<file path="config.mk">
export PLATFORM = sky130hd
export DESIGN_NAME = mbist_step_scheduler
export DESIGN_NICKNAME = d
export VERILOG_FILES = /design/src/rtl/mbist_sched_pkg.sv /design/src/rtl/mbist_sched_counter.sv /design/src/rtl/mbist_step_scheduler.sv
export SDC_FILE = /design/constraint.sdc
export NUM_CORES = 1
export LEC_CHECK = 0
export CAP_MARGIN = 0
export CORE_ASPECT_RATIO = 0.5
export CORE_MARGIN = 2
export CORE_UTILIZATION = 41
export DETAILED_ROUTE_END_ITERATION = 16
export DONT_BUFFER_PORTS = 1
export PLACE_DENSITY_LB_ADDON = 0.1
export RECOVER_POWER = 100
export SLEW_MARGIN = 20
export SYNTH_ARGS = -nofsm -noshare
export SYNTH_HDL_FRONTEND = slang
export SYNTH_SLANG_ARGS = --single-unit
</file>
<file path="constraint.sdc">
create_clock -name clk_i -period 2.41 [get_ports clk_i]
set_input_delay 0.241 -clock clk_i [delete_from_list [all_inputs] [get_ports clk_i]]
set_output_delay 0.241 -clock clk_i [all_outputs]
set_load 0.05 [all_outputs]
</file>
<file path="src/rtl/mbist_sched_pkg.sv">
// Shared state encoding, default parameters and helpers for the BIST step scheduler.
package mbist_sched_pkg;

  localparam int MAX_CTRL        = 16;
  localparam int IDX_W           = 4;
  localparam int DEF_NUM_CTRL    = 4;
  localparam int DEF_SETTLE_CYC  = 4;
  localparam int DEF_TIMEOUT_W   = 16;
  localparam int DEF_TIMEOUT_CYC = 50000;

  typedef enum logic [2:0] {
    ST_IDLE,
    ST_SELECT,
    ST_SETTLE,
    ST_RUN,
    ST_RELEASE,
    ST_FINISH
  } schedState_t;

  // Scanning from the top lets the lowest set bit win.
  function automatic logic [IDX_W-1:0] lowestSetIdx(input logic [MAX_CTRL-1:0] vec);
    logic [IDX_W-1:0] idx;
    idx = '0;
    for (int i = MAX_CTRL - 1; i >= 0; i--) begin
      if (vec[i]) idx = IDX_W'(i);
    end
    return idx;
  endfunction

endpackage

</file>
<file path="src/rtl/mbist_sched_counter.sv">
// Loadable saturating up-counter, shared by the settle window and the RUN watchdog.
module mbist_sched_counter
  import mbist_sched_pkg::*;
#(
  parameter int W = DEF_TIMEOUT_W
) (
  input  logic         clk_i,
  input  logic         rst_i,
  input  logic         i_load,
  input  logic [W-1:0] i_loadVal,
  input  logic         i_inc,
  output logic [W-1:0] o_count
);

  logic [W-1:0] r_count;

  always_ff @(posedge clk_i) begin
    if (rst_i) begin
      r_count <= '0;
    end else if (i_load) begin
      r_count <= i_loadVal;
    end else if (i_inc && (r_count != '1)) begin
      r_count <= r_count + 1'b1;
    end
  end

  assign o_count = r_count;

endmodule

</file>
<file path="src/rtl/mbist_step_scheduler.sv">
// Steps through memory BIST controllers lowest index first, steering the clock-inversion mux per step.
// Optional RUN watchdog enabled by defining MBIST_SCHED_TIMEOUT_EN.
module mbist_step_scheduler
  import mbist_sched_pkg::*;
#(
  parameter int NUM_CTRL    = DEF_NUM_CTRL,
  parameter int SETTLE_CYC  = DEF_SETTLE_CYC,
  parameter int TIMEOUT_W   = DEF_TIMEOUT_W,
  parameter int TIMEOUT_CYC = DEF_TIMEOUT_CYC
) (
  input  logic                clk_i,
  input  logic                rst_i,
  input  logic                start_i,
  input  logic                abort_i,
  input  logic [NUM_CTRL-1:0] enable_mask_i,
  input  logic [NUM_CTRL-1:0] invert_mask_i,
  output logic [NUM_CTRL-1:0] ctrl_start_o,
  input  logic [NUM_CTRL-1:0] ctrl_done_i,
  input  logic [NUM_CTRL-1:0] ctrl_fail_i,
  output logic                clk_inv_sel_o,
  output logic                busy_o,
  output logic                done_o,
  output logic                pass_o,
  output logic [NUM_CTRL-1:0] fail_vec_o,
  output logic                timeout_o
);

  localparam logic [TIMEOUT_W-1:0] SETTLE_LAST = TIMEOUT_W'(SETTLE_CYC - 1);
  localparam logic [TIMEOUT_W-1:0] WDOG_LAST   = TIMEOUT_W'(TIMEOUT_CYC - 1);

  schedState_t r_state;
  schedState_t w_nextState;

  logic [NUM_CTRL-1:0] r_pending;
  logic [NUM_CTRL-1:0] r_inv;
  logic [NUM_CTRL-1:0] r_sel;
  logic [NUM_CTRL-1:0] r_failVec;
  logic                r_clkInvSel;
  logic                r_timeout;
  logic                r_pass;

  logic [MAX_CTRL-1:0]  w_pendWide;
  logic [IDX_W-1:0]     w_lowIdx;
  logic [NUM_CTRL-1:0]  w_lowOh;
  logic [TIMEOUT_W-1:0] w_count;
  logic                 w_cntLoad;
  logic                 w_cntInc;
  logic                 w_abortNow;
  logic                 w_activeDone;
  logic                 w_activeFail;
  logic                 w_polFlip;
  logic                 w_runDone;
  logic                 w_runTimeout;
  logic                 w_enterFinish;

  // Pick the next controller as a one-hot so all per-index lookups become masks.
  always_comb begin
    w_pendWide = '0;
    w_pendWide[NUM_CTRL-1:0] = r_pending;
    w_lowIdx = lowestSetIdx(w_pendWide);
    w_lowOh = '0;
    for (int i = 0; i < NUM_CTRL; i++) begin
      w_lowOh[i] = (w_lowIdx == IDX_W'(i));
    end
  end

  assign w_activeDone = |(ctrl_done_i & r_sel);
  assign w_activeFail = |(ctrl_fail_i & r_sel);
  assign w_abortNow   = abort_i && (r_state != ST_IDLE) && (r_state != ST_FINISH);

  mbist_sched_counter #(
    .W(TIMEOUT_W)
  ) u_counter (
    .clk_i    (clk_i),
    .rst_i    (rst_i),
    .i_load   (w_cntLoad),
    .i_loadVal('0),
    .i_inc    (w_cntInc),
    .o_count  (w_count)
  );

  always_ff @(posedge clk_i) begin
    if (rst_i) r_state <= ST_IDLE;
    else       r_state <= w_nextState;
  end

  // Abort outranks every other exit; done outranks the watchdog.
  always_comb begin
    w_nextState  = r_state;
    w_polFlip    = 1'b0;
    w_runDone    = 1'b0;
    w_runTimeout = 1'b0;
    case (r_state)
      ST_IDLE: begin
        if (start_i) w_nextState = ST_SELECT;
      end
      ST_SELECT: begin
        if (w_abortNow || (r_pending == '0)) begin
          w_nextState = ST_FINISH;
        end else if ((|(r_inv & w_lowOh)) != r_clkInvSel) begin
          w_polFlip   = 1'b1;
          w_nextState = ST_SETTLE;
        end else begin
          w_nextState = ST_RUN;
        end
      end
      ST_SETTLE: begin
        if (w_abortNow)                  w_nextState = ST_FINISH;
        else if (w_count == SETTLE_LAST) w_nextState = ST_RUN;
      end
      ST_RUN: begin
        if (w_abortNow) begin
          w_nextState = ST_FINISH;
        end else if (w_activeDone) begin
          w_runDone   = 1'b1;
          w_nextState = ST_RELEASE;
        end
`ifdef MBIST_SCHED_TIMEOUT_EN
        else if (w_count == WDOG_LAST) begin
          w_runTimeout = 1'b1;
          w_nextState  = ST_SELECT;
        end
`endif
      end
      ST_RELEASE: begin
        if (w_abortNow)         w_nextState = ST_FINISH;
        else if (!w_activeDone) w_nextState = ST_SELECT;
      end
      ST_FINISH: w_nextState = ST_IDLE;
      default:   w_nextState = ST_IDLE;
    endcase
  end

  // Clearing on every state change restarts the count on entry to SETTLE and RUN.
  always_comb begin
    w_cntLoad     = (w_nextState != r_state);
    w_cntInc      = (r_state == ST_SETTLE) || (r_state == ST_RUN);
    w_enterFinish = (w_nextState == ST_FINISH) && (r_state != ST_FINISH);
  end

  always_ff @(posedge clk_i) begin
    if (rst_i) begin
      r_pending   <= '0;
      r_inv       <= '0;
      r_sel       <= '0;
      r_failVec   <= '0;
      r_clkInvSel <= 1'b0;
      r_timeout   <= 1'b0;
      r_pass      <= 1'b1;
    end else begin
      if ((r_state == ST_IDLE) && start_i) begin
        r_pending <= enable_mask_i;
        r_inv     <= invert_mask_i;
        r_failVec <= '0;
        r_timeout <= 1'b0;
        r_pass    <= 1'b1;
      end
      if (r_state == ST_SELECT) r_sel <= w_lowOh;
      if (w_polFlip) r_clkInvSel <= ~r_clkInvSel;
      if (w_runDone) begin
        r_pending <= r_pending & ~r_sel;
        if (w_activeFail) r_failVec <= r_failVec | r_sel;
      end
      if (w_runTimeout) begin
        r_pending <= r_pending & ~r_sel;
        r_failVec <= r_failVec | r_sel;
        r_timeout <= 1'b1;
      end
      if (w_enterFinish) r_pass <= !w_abortNow && (r_failVec == '0);
    end
  end

  assign ctrl_start_o  = (r_state == ST_RUN) ? r_sel : '0;
  assign clk_inv_sel_o = r_clkInvSel;
  assign busy_o        = (r_state != ST_IDLE) && (r_state != ST_FINISH);
  assign done_o        = (r_state == ST_FINISH);
  assign pass_o        = r_pass;
  assign fail_vec_o    = r_failVec;
  // Without the watchdog nothing ever sets r_timeout, so this output stays 0.
  assign timeout_o     = r_timeout;

endmodule
</file>
-- After elaboration in Yosys (flattened, before gate mapping)
Index checks and enable logic that the tools add are counted.
- add/sub/neg operators: 1
- multiply operators: 0
- divide/modulo/power cells: 0
- $lt $le $gt $ge: 0
- equality and inequality tests: 14
- shifts and indexed selects: 0
- multiplexer cells: 28
- bitwise operators: 7
- reduce and logical (&&, ||, !) cells: 21
- operators by type and width (kind ; count):
    $mux 3 ; 8
    $mux 4 ; 6
    $add 16x1->16 const B ; 1
    $and 4x4->4 ; 4
    $eq 16x2->1 const B ; 1
    $ne 16x16->1 const B ; 1
    $pmux 3 s5 ; 1
    $logic_not 4->1 ; 3
    $reduce_or 4->1 ; 3
    $eq 3x3->1 const B ; 3
    $mux 1 ; 9
    $eq 4x2->1 const B ; 2
    $mux 2 ; 4
    $logic_and 1x1->1 ; 7
    $eq 3x2->1 const B ; 2
    $eq 4x1->1 const B ; 1
    $not 4->4 ; 1
    $or 4x4->4 ; 1
    $reduce_bool 2->1 ; 2
    $eq 3x1->1 const B ; 1
    $logic_not 3->1 ; 1
    $ne 3x3->1 ; 1
    $ne 3x3->1 const B ; 1
    $reduce_bool 3->1 ; 1
    5 further kinds ; 6
- bits in registers: 37
- latch bits: 0
- bits in writable memories: 0
- bits in read-only memories: 0
- bits of input ports: 20
- output and inout port bits: 13
- word-level logic and storage cells: 79
- memories kept: 0

-- Depth between registers and ports, before layout
- depth in word-level cells: 14
- depth in mapped cells: 8
- depth with buffers taken out: 7

-- Hierarchy
A second synthesis with hierarchy kept.
- cell total of the unflattened synthesis: 273
- area, all modules: 2189.6 sq um
- modules (own cells, without submodules) (module ; instances ; cells an instance ; area each (sq um) ; sequential area each (sq um)):
    mbist_step_scheduler ; 1 ; 150 ; 1193.6 ; 420.4
    mbist_sched_counter ; 1 ; 123 ; 996.0 ; 320.3

-- Least setup slack after synthesis
No wires, ideal clock.
- path kind: reg-to-reg
- start point: reg u_counter.r_count[0], in the netlist u_counter.o_count[0]
- end point: reg u_counter.r_count[5], in the netlist u_counter.o_count[5]
- arrival time: 1.595 ns
- data required time: 2.295 ns
- slack: 0.700 ns
- cell stages (with the launch flop): 9
- path buffers: 1
- period minus slack after synthesis: 1.710 ns
- cell sequence: dfxtp_1 > ha_1 > nor4b_1 > nand3_1 > o22ai_1 > nor2_1 > o221ai_2 > buf_6 > nor2_1
- longest elaborated chain between the ends: 6
- elaborated cells between the ends (all ways): 9
- RTL lines (what ; RTL line ; text):
    start, declared ; mbist_sched_counter.sv:15 ; logic [W-1:0] r_count;
    start signal, assigned ; mbist_sched_counter.sv:21 ; r_count <= i_loadVal;
    start signal, assigned ; mbist_sched_counter.sv:23 ; r_count <= r_count + 1'b1;
    $eq 16x2->1 ; mbist_step_scheduler.sv:109 ; else if (w_count == SETTLE_LAST) w_nextState = ST_RUN;
    $mux 3 ; mbist_step_scheduler.sv:109 ;
    $mux 3 ; mbist_step_scheduler.sv:108 ; if (w_abortNow) w_nextState = ST_FINISH;
    $pmux 3 s5 ; mbist_step_scheduler.sv:93 ; case (r_state)
    $ne 3x3->1 ; mbist_step_scheduler.sv:136 ; w_cntLoad = (w_nextState != r_state);
    $reduce_or 2->1 (no source line) ; -- ;
Parallel ways exist; a longest one is shown, timed or not.
A chain may end at the register's enable or synchronous reset.

-- Worst setup path after layout
- start point: reg r_state[2]
- end point: out ctrl_start_o[3]
- longest elaborated chain between the ends: 2
- RTL lines (what ; RTL line ; text):
    start, declared ; mbist_step_scheduler.sv:31 ; schedState_t r_state;
    start signal, assigned ; mbist_step_scheduler.sv:84 ; else r_state <= w_nextState;
    $eq 3x2->1 ; mbist_step_scheduler.sv:173 ; assign ctrl_start_o = (r_state == ST_RUN) ? r_sel : '0;
    $mux 4 ; mbist_step_scheduler.sv:173 ;
    end, declared ; mbist_step_scheduler.sv:17 ; output logic [NUM_CTRL-1:0] ctrl_start_o,
No other way between the ends.

==> run_results.csv <==
group,metric,value,unit
outcome,status,"completed",
cts,cts_resized,0,
synthesis,synth.area.top_cells,"dfxtp_1 (37%), nand2_1 (6.1%), a21oi_1 (5.6%), nor2_1 (5.5%), xnor2_1 (5.3%)",
grt,grt_max_degree,24,
place,dp_hpwl,3290,µm
timing,fin_setup_tns,0,ps
synthesis,yosysMostFrequentCell,"dfxtp_1",
die,core_area,4510,µm²
cts,cts_htree_levels,2,
setup_path,worst-path-max-fanout,15,
synthesis,synthDistinctLibCells,48,
grt,first_global_vias,1592,
synthesis,synth-simple-area-share,0.312,
cts,postCtsSetupBuffers,0,
min_path,hp-start,"rst_i",
grt,grt_overflow,0,
synthesis,synth-edff-count,0,
layout,diodes,0,
layout,layout.nets,270,
routing,post_drt_wl_per_cell,14.6,µm
synthesis,yosys.area.top_type,"dfxtp_1",
die,die_w,102,µm
synthesis,yosysWarnings,0,
setup_path,critPathRequiredTime,2170,ps
routing,antenna_left,0,
grt,grt_pass1_wl,7510,µm
routing,route.vias.total,1724,
die,fp.dieArea,5430,µm²
die,io_pins,33,
setup_path,reg2reg_to,"u_counter.o_count[3]",
setup_path,crit_type,"flop to primary output",
min_path,min_to,"r_inv[2]",
layout,drive_gt1_frac,0.0884,
cts,root_buffer,"clkbuf_8",
setup_path,reg2reg_slack,390,ps
synthesis,yosysTopAreaCellShare,0.374,
setup_path,crit_arrival,1890,ps
synthesis,synth.net_count,266,
pwr,total_power,0.00172,W
synthesis,synthCells,245,
cts,clock-sinks,37,
pwr,power.leakage,0.701,nW
routing,drt_iter0_drc,35,
timing,fin_crit_sh,0.884,
synthesis,synthMuxAreaShare,0.0202,
setup_path,cp-end-kind,"primary output",
synthesis,synth_seq_area_share,0.374,
place,gp_congestion,0.764,
die,num_rows,17,
timing,skew,3.56,ps
flow_run,cap_violations,0,
synthesis,async_reset_ff_frac,0,
timing,rsz0062_at_grt,"false",
synthesis,synthTopCellsByCount,"dfxtp_1 (37), nand2_1 (32), nor2_1 (29)",
grt,grt.total_usage,0.183,
synthesis,synth_top_family_by_area,"simple AND/OR/NAND/NOR gates",
timing,hold_violations,0,
synthesis,syn_area,1980,µm²
min_path,hold_class,"input pin to flop",
timing,max-slew-margin-rel,0.631,
layout,fill_cells,466,
place,io_buffers,0,
routing,first_pass_iters,5,
timing,worst_slew_pin_slew,553,ps
synthesis,synthAdderAreaFrac,0.00633,
pwr,p_per_area,801,nW/µm²
synthesis,postSynthAreaPerCell,8.07,µm²
cts,path_clk_slew,70,ps
min_path,min_path_cells,1,
cts,cts_max_path_buffers,2,
timing,period_needed,2130,ps
timing,fmax,0.469,GHz
setup_path,cp-start-kind,"flop",
routing,drc,0,
setup_path,reg2reg_depth,7,
cts,clock_latency,290,ps
synthesis,synthFlopType,"dfxtp_1",
routing,drt_wl_total,4610,µm
die,die_y,53.1,µm
die,initial_core_util,0.439,
grt,antenna_found_initial,0,
cts,hold_buffers,0,
cts,cts_buffers,5,
routing,vias_per_cell,5.47,
pwr,peakVddDrop,0.000302,V
synthesis,synth_compound_area_frac,0.176,
cts,cts_tree,"yes",
timing,drv_slew,0,
synthesis,synth_seq_cells,37,
timing,finalSetupViolations,0,
synthesis,synthXorXnorAreaFrac,0.0620,
setup_path,rr_startpoint,"r_state[1]",
layout,flow.area_growth_from_synthesis,8.35,%
-- area by class of cell --
class	count	area, µm²	area share
Timing Repair Buffer	10	63.8	0.0298
Tap cell	66	82.6	0.0385
Sequential cell	37	741	0.346
Clock buffer	7	86.3	0.0403
Multi-Input combinational cell	190	1150	0.537
Inverter	5	18.8	0.00876
-- worst max-delay path by stage --
stage / start / end / cells after the start
finish: r_state[2] / ctrl_start_o[3] / 3
global route: r_state[2] / ctrl_start_o[2] / 3
CTS: r_state[2] / ctrl_start_o[3] / 3
detailed placement: r_sel[0] / fail_vec_o[1] / 6
global placement: u_counter.o_count[0] / u_counter.o_count[4] / 8
floorplan: u_counter.o_count[0] / u_counter.o_count[5] / 8
-- power by group --
part | internal, W | switching, W | leakage (nW)
Combinational | 0.000193 | 0.000344 | 0.357
Clock | 0.000227 | 0.000210 | 0.0443
Sequential | 0.000658 | 0.0000863 | 0.300
Total | 0.00108 | 0.000640 | 0.701
-- cells by family (layout without fill, tap and decap cells) --
family                     after synthesis  in the layout
and+or+nand+nor                        121            121
adders and majority gates                1              1
muxes                                    4              4
other                                    1              1
AOI/OAI and AO/OA                       49             49
DFF                                     37             37
xor gates and xnor gates                14             14
buffers and inverters                   18             22
-- flip-flops by register name (all words and copies together), names as in the netlist --
| name | count |
|---|---|
| u_counter.o_count | 16 |
| clk_inv_sel_o | 1 |
| r_sel | 4 |
| fail_vec_o | 4 |
| pass_o | 1 |
| r_pending | 4 |
| r_inv | 4 |
| r_state | 3 |
-- cells in the final DEF (no fill, tap or decap), types with 5 or more instances in the layout --
cell type / n
xnor2_1: 12
clkbuf_8: 6
nor4_1: 6
a22oi_1: 5
dfxtp_1: 37
nor3_1: 14
nor2_1: 29
a21oi_1: 22
buf_4: 5
inv_1: 5
nand2_1: 32
nand3_1: 9
and3_1: 7
-- through the flow --
step | setup slack [ps] | utilization | hold WS, ps | std cells | cell area, µm²
3_3_place_gp | 546 | 0.457 | 314 | 307 | 2060
4_1_cts | 322 | 0.476 | 5.96 | 314 | 2150
2_1_floorplan | 700 | - | 377 | 245 | 1980
3_5_place_dp | 531 | 0.457 | 315 | 307 | 2060
5_1_grt | 136 | 0.475 | 2.04 | 315 | 2140
6_report | 280 | 0.475 | 21.8 | 315 | 2140
-- critical path, cell delays in order, from the launching register on --
cell      delay (ps)
dfxtp_1          450
nor2b_1          400
clkbuf_1         240
and3_1           510
-- layer usage --
| metal | track usage | up-vias | part of all wire |
|---|---|---|---|
| met4 | 0.0511 | 0 | 0.0061 |
| met5 | 0 | - | 0 |
| met1 | 0.237 | 806 | 0.50 |
| met3 | 0.0528 | 7 | 0.044 |
| met2 | 0.299 | 31 | 0.45 |
| li1 | - | 880 | - |
(Power assumes the default switching activity.)
